### config.mk
export PLATFORM = sky130hd
export DESIGN_NAME = twos_deser
export DESIGN_NICKNAME = d
export VERILOG_FILES = /design/src/rtl/twos_deser.sv
export SDC_FILE = /design/constraint.sdc
export NUM_CORES = 1
export LEC_CHECK = 0
export ABC_AREA = 1
export CAP_MARGIN = 0
export CORE_MARGIN = 2
export CORE_UTILIZATION = 45
export DETAILED_ROUTE_END_ITERATION = 8
export GPL_ROUTABILITY_DRIVEN = 0
export GPL_TIMING_DRIVEN = 0
export HOLD_SLACK_MARGIN = 0.08
export PLACE_DENSITY = 0.69
export SYNTH_ARGS = -nofsm -noshare
export SYNTH_HDL_FRONTEND = slang
export SYNTH_SLANG_ARGS = --single-unit
### constraint.sdc
create_clock -name clk -period 1.9 [get_ports clk]
set_input_delay 0.57 -clock clk [delete_from_list [all_inputs] [get_ports clk]]
set_output_delay 0.57 -clock clk [all_outputs]
set_load 0.1 [all_outputs]
### src/rtl/twos_deser.sv
// Serial-to-parallel deserializer with an optional serial +1, turning an LSB-first
// 1's-complement bit stream into 2's-complement words behind a one-deep holding register.
module twos_deser #(
  parameter int unsigned WIDTH   = 8,
  parameter int unsigned ADD_ONE = 1
) (
  input  logic             clk,
  input  logic             rst,
  input  logic             in_data,
  input  logic             in_valid,
  input  logic             sof,
  output logic [WIDTH-1:0] out_data,
  output logic             out_carry,
  output logic             out_valid,
  input  logic             out_ready,
  output logic             overflow,
  output logic             busy
);

  localparam int unsigned     CntW      = (WIDTH > 1) ? $clog2(WIDTH) : 1;
  localparam logic [CntW-1:0] LastIdx   = CntW'(WIDTH - 1);
  localparam logic            CarryInit = (ADD_ONE != 0);

  typedef enum logic {StIdle, StCollect} state_e;

  state_e           r_state, w_state_nxt;
  logic [CntW-1:0]  r_count, w_count_nxt;
  logic             r_carry, w_carry_nxt;
  logic [WIDTH-1:0] r_shift, w_shift_nxt;
  logic [WIDTH-1:0] r_out_data, w_out_data_nxt;
  logic             r_out_carry, w_out_carry_nxt;
  logic             r_out_valid, w_out_valid_nxt;
  logic             r_overflow, w_overflow_nxt;

  logic [CntW-1:0]  w_idx;
  logic [WIDTH-1:0] w_word;
  logic             w_accept, w_done, w_carry_in, w_sum, w_carry_out;

  // A sof restarts the frame whatever the state, so bit index and carry restart too.
  always_comb begin
    w_accept    = in_valid && (sof || (r_state == StCollect));
    w_idx       = sof ? '0 : r_count;
    w_carry_in  = sof ? CarryInit : r_carry;
    w_sum       = in_data ^ w_carry_in;
    w_carry_out = in_data & w_carry_in;
    w_word      = (sof ? '0 : r_shift) | (WIDTH'(w_sum) << w_idx);
    w_done      = w_accept && (w_idx == LastIdx);
  end

  always_comb begin
    w_state_nxt     = r_state;
    w_count_nxt     = r_count;
    w_carry_nxt     = r_carry;
    w_shift_nxt     = r_shift;
    w_out_data_nxt  = r_out_data;
    w_out_carry_nxt = r_out_carry;
    w_out_valid_nxt = r_out_valid;
    w_overflow_nxt  = r_overflow;

    if (w_accept) begin
      if (w_done) begin
        // Shift register is cleared so the next frame can OR bits into zeros.
        w_state_nxt = StIdle;
        w_count_nxt = '0;
        w_carry_nxt = CarryInit;
        w_shift_nxt = '0;
      end else begin
        w_state_nxt = StCollect;
        w_count_nxt = w_idx + 1'b1;
        w_carry_nxt = w_carry_out;
        w_shift_nxt = w_word;
      end
    end

    if (w_done) begin
      if (!r_out_valid || out_ready) begin
        w_out_data_nxt  = w_word;
        w_out_carry_nxt = w_carry_out;
        w_out_valid_nxt = 1'b1;
      end else begin
        w_overflow_nxt = 1'b1;
      end
    end else if (r_out_valid && out_ready) begin
      w_out_valid_nxt = 1'b0;
    end
  end

  always_ff @(posedge clk or negedge rst) begin
    if (!rst) begin
      r_state     <= StIdle;
      r_count     <= '0;
      r_carry     <= CarryInit;
      r_shift     <= '0;
      r_out_data  <= '0;
      r_out_carry <= 1'b0;
      r_out_valid <= 1'b0;
      r_overflow  <= 1'b0;
    end else begin
      r_state     <= w_state_nxt;
      r_count     <= w_count_nxt;
      r_carry     <= w_carry_nxt;
      r_shift     <= w_shift_nxt;
      r_out_data  <= w_out_data_nxt;
      r_out_carry <= w_out_carry_nxt;
      r_out_valid <= w_out_valid_nxt;
      r_overflow  <= w_overflow_nxt;
    end
  end

  assign out_data  = r_out_data;
  assign out_carry = r_out_carry;
  assign out_valid = r_out_valid;
  assign overflow  = r_overflow;
  assign busy      = (r_state == StCollect);

endmodule

# Word level (Yosys, flattened, before mapping)

Index checks and enable logic that the tools add are counted.

Bits in registers: 24
Bits in latches: 0
RAM bits: 0
Memory bits (read-only): 0
Output and inout port bits: 12
Word-level logic and storage cells: 36
Memories kept: 0

$add $sub $neg: 1
Multipliers: 0
Div/mod/pow operators: 0
Order comparisons: 0
Eq/ne operators: 2
Shifts and indexed selects: 1
Mux-type cells: 10
Bitwise gates (word level): 4
Reductions and logical operators: 10

Operators by type and width:

| operator                                       | number |
|---|---|
| two-way mux 8 bit                              | 2 |
| bitwise OR 8 bit                               | 1 |
| << shifter 1 x 3 -> 8 bit                      | 1 |
| two-way mux 1 bit                              | 6 |
| two-way mux 3 bit                              | 2 |
| AND reduction 2 bit                            | 3 |
| adder 3 x 1 -> 3 bit (second input constant)   | 1 |
| == test 3 bit (second input constant)          | 1 |
| logical AND 1 bit                              | 3 |
| logical OR 1 bit                               | 2 |
| != test 2 x 1 -> 1 bit (second input constant) | 1 |
| nonzero test 2 bit                             | 1 |
| bitwise AND 1 bit                              | 1 |
| logical NOT 1 bit                              | 1 |
| NOT 1 bit                                      | 1 |
| bitwise XOR 1 bit                              | 1 |

# Longest topological paths before layout

Gate-level depths: netlist of run 1.

Depth after elaboration: 5
Gate-level depth with buffers: 11

# Least setup slack after synthesis of run 1

No wires, ideal clock.

Path type: input -> register
From: input port sof
To: register r_out_data[0], in the netlist out_data[0]
Arrival time: 1.683 ns
Required time: 1.832 ns
Setup slack: 0.150 ns
Stages on the path: 9
Buffers on the path: 0
Path through: inv_2 nand2_1 inv_1 ha_1 ha_1 inv_1 nor3_2 nand2_1 nand2_1

Word-level cells in the longest chain between the ends: 4
Elaborated cells on any way between the ends: 11

Ends and longest elaborated chain:

| what                                                                            | line   | text |
|---|---|---|
| start: declaration                                                              | 11     | `input logic sof,` |
| two-way mux 3 bit (tied with other cells)                                       | 42     | `w_idx = sof ? '0 : r_count;` |
| == test 3 bit (tied with other cells)                                           | 47     | `w_done = w_accept && (w_idx == LastIdx);` |
| logical AND 1 bit / << shifter 1 x 3 -> 8 bit (equally long branches)           | 47, 46 |  |
| AND reduction 2 bit (no source line) / bitwise OR 8 bit (equally long branches) | -      |  |
| end signal: assignment                                                          | 103    | `r_out_data <= w_out_data_nxt;` |
| end: declaration                                                                | 30     | `logic [WIDTH-1:0] r_out_data, w_out_data_nxt;` |

Several ways; a longest one is shown, not always the timed one.
A chain may end at the register's enable or synchronous reset.

# Final worst setup path of run 1

From: register r_out_data[1], in the netlist out_data[1]
To: output port out_data[1]

RTL lines:

| what             | line | text |
|---|---|---|
| end: declaration | 12   | `output logic [WIDTH-1:0] out_data,` |

No word-level cell between the ends.

==> impl_metrics.yaml, run 1 <==
final_layout:
  seqCellArea_um2: 602
  multi_input_area_um2: 478
  drive_above_1_share: 0.176
  area_growth_pct: 24.7
  antenna_cells: 0
  post-route-util: 0.577
  fill_cells: 218
  num-nets-final: 169
yosys:
  yosysTopAreaCell: "dfrtp_1"
  synth_top_area_share: 0.511
  synthTopCellsByArea: "dfrtp_1, nand2_1, inv_1"
  seq_area_frac_synth: 0.534
  syn-cell-area_um2: 1130
  netlist_top_cells_count: "nand2_1, dfrtp_1, inv_1"
  ys_seq_elements: 24
  yosysMostFrequentCell: "nand2_1"
  synth_fp_nets: 147
  synthArstFlopShare: 1.00
  ys_types: 20
  synthCells: 138
  yosys_warnings: 0
  synth_edf_count: 0
  syn_avg_cell_area_um2: 8.16
  yosys_most_used_dff: "dfrtp_1"
setup_path:
  critPathLaunch: "out_data[1]$_DFFE_PN0P_"
  worstSetupPathType: "flip-flop to output port"
  path_cells: "clkdlybuf4s15_2"
  critPathLaunchType: "flip-flop"
  rrSetupSlack_ns: 0.30
  r2r_end: "out_data[1]$_DFFE_PN0P_"
  r2r_cells: 10
  cp_num_buf_inv: 1
  worstPathArrival_ns: 1.25
  required_ns: 1.33
  cpMaxStageDelayCell: "clkdlybuf4s15_2"
  reg2reg_from: "r_count[0]$_DFFE_PN0P_"
  end_kind: "output port"
  cp_max_fo: 2
  critical_path.max_stage_delay_ns: 0.56
  critPathTopFamily: "buffers and inverters"
grt:
  grt_overflow_total: 0
  busiest_layer: "met2"
  grt_pass1_vias: 876
  grt_max_degree: 25
  antenna_found_initial: 0
  grt_pass1_wl_mm: 3.68
  use_met3: 0.0250
  grtUsageMet2: 0.293
  grt_use_met1: 0.226
  grt_usage: 0.179
flow_run:
  maxCapViolCount: 0
worst_hold_path:
  hold_class: "flip-flop to flip-flop"
  holdPathEnd: "overflow$_DFFE_PN0P_"
  min_path_cells: 1
  worst_hold_startpoint: "overflow$_DFFE_PN0P_"
clocking:
  cts.clk_slew.worst_paths_ns: 0.13
  insertion_delay_ns: 0.31
  cts.sink_count: 24
  cts-root-buf: "clkbuf_4"
  post_cts_buffers: 0
  clockBufferDepth: 2
  cts-buffers-inserted: 3
  tritoncts: "built"
  htreeDepth: 1
timing:
  hold_viol: 0
  clock_skew_ns: 0.00340
  setup_violations: 0
  worst_pin_slew_ns: 1.07
  slew_violations: 0
  fin_crit_sh: 0.960
  period_needed_ns: 1.82
  slew-limit-headroom: 0.287
  max_clock_freq_ghz: 0.548
  whs_ns: 0.473
drt:
  wl_per_cell_um: 11.7
  dr.first_iter.drc_count: 13
  remaining_drc_errors: 0
  dr.pass1.iters: 4
  vias: 927
  viasPerCell: 4.90
  ant_nets: 0
  routed_wl_mm: 2.21
die:
  die_h_um: 54.0
  die-width_um: 54.0
  design.portCount: 18
  fp.dieArea_um2: 2920
  num_rows: 18
  core_um2: 2430
  start_util: 0.463
power_and_ir_drop:
  ir_drop_mv: 0.615
  swShare: 0.312
  p_per_area_nw_per_um2: 766
  p_leak_uw: 0.000749
  switching_power_uw: 336
  p_seq_frac: 0.547
  comb_power_share: 0.207
  p_int_uw: 740
  clkPwrFrac: 0.246
placed_design:
  io_buffers: 17
  hpwl_mm: 1.58
run_status:
  status: "finished, final reports clean"
==> flip-flops by register name, summed over array words and instances, names as in the netlist <==
register / flops
busy: 1
out_carry: 1
out_data: 8
out_valid: 1
overflow: 1
r_carry: 1
r_count: 3
r_shift: 8
==> power by group through the flow <==
stage	Sequential [µW]	Combinational [µW]	Clock (µW)
global placement	594	219	0
CTS	588	224	279
floorplan	640	111	0
detailed placement	597	223	0
global route	595	248	296
finish	588	223	265
==> worst max-delay path by stage <==
stage,to,depth (start not counted),slack [ns]
floorplan,out_data[0]$_DFFE_PN0P_,9,0.15
global placement,out_data[3]$_DFFE_PN0P_,10,-0.66
detailed placement,out_data[4]$_DFFE_PN0P_,10,-0.69
CTS,busy,1,0.01
global route,out_data[0]$_DFFE_PN0P_,12,-0.004
finish,out_data[1],1,0.08
==> per-layer routing <==
metal  routed length [µm]  vias up
met5                    0        -
met4                   31        0
met3                   81        4
met2                 1060       21
met1                 1040      431
li1                     -      471
==> area by class of cell <==
cell class / instances / area share
sequential: 24 / 0.429
multi-input combinational: 98 / 0.340
timing repair buffer: 17 / 0.127
inverter: 13 / 0.0348
tap: 30 / 0.0267
clock buffer: 4 / 0.0258
buffer: 3 / 0.0169
==> cell families after synthesis <==
group                    Yosys count  synth area share
AND/OR/NAND/NOR                   85             0.309
flip-flops                        24             0.534
buffers and inverters             16            0.0644
AO/OA/AOI/OAI                     10            0.0589
adder cells (fa/ha/maj)            3            0.0333
==> placed cells by master (no fill, tap or decap) <==
master,count
ha_1,2
nor2_2,1
clkbuf_4,3
buf_4,1
dfstp_2,1
clkdlybuf4s50_1,4
ha_4,1
buf_6,1
nor2_1,2
o21ai_0,4
o21ai_1,3
nor3_4,1
nand3_1,2
nor2_4,1
dfrtp_1,23
inv_1,12
clkdlybuf4s15_2,11
a21o_1,1
dlygate4sd2_1,1
o21ai_4,1
inv_2,1
a22oi_1,1
clkbuf_8,1
buf_2,2
nand2_2,2
nand4_1,5
nand2_1,71
==> through the flow <==
step	instances	setup slack, ns	total power [µW]	TNS (ns)	cell area, µm²
6_report	189	0.0766	1080	0	1400
2_1_floorplan	138	0.150	750	0	1130
3_3_place_gp	185	-0.657	813	-14.10	1330
5_1_grt	189	-0.00374	1140	-0.00437	1400
4_1_cts	189	0.0103	1090	0	1400
3_5_place_dp	185	-0.691	820	-14.61	1330
==> timing repair <==
action / in CTS / in global routing
pin swaps: 1 / 1
setup endpoints to repair: 33 / 10
hold buffers: 0 / 0
gates resized for setup: 42 / 2
Power figures use the tool's default switching activity.
==> inputs of run 2 (changes only) <==
--- a/config.mk
+++ b/config.mk
@@ -12,7 +12,7 @@
 export DETAILED_ROUTE_END_ITERATION = 8
 export GPL_ROUTABILITY_DRIVEN = 0
 export GPL_TIMING_DRIVEN = 0
-export HOLD_SLACK_MARGIN = 0.08
+export HOLD_SLACK_MARGIN = 0.12
 export PLACE_DENSITY = 0.69
 export SYNTH_ARGS = -nofsm -noshare
 export SYNTH_HDL_FRONTEND = slang
==> results of run 2 <==
Same layout as run 1: the final DEF is identical, and so are final timing and power.
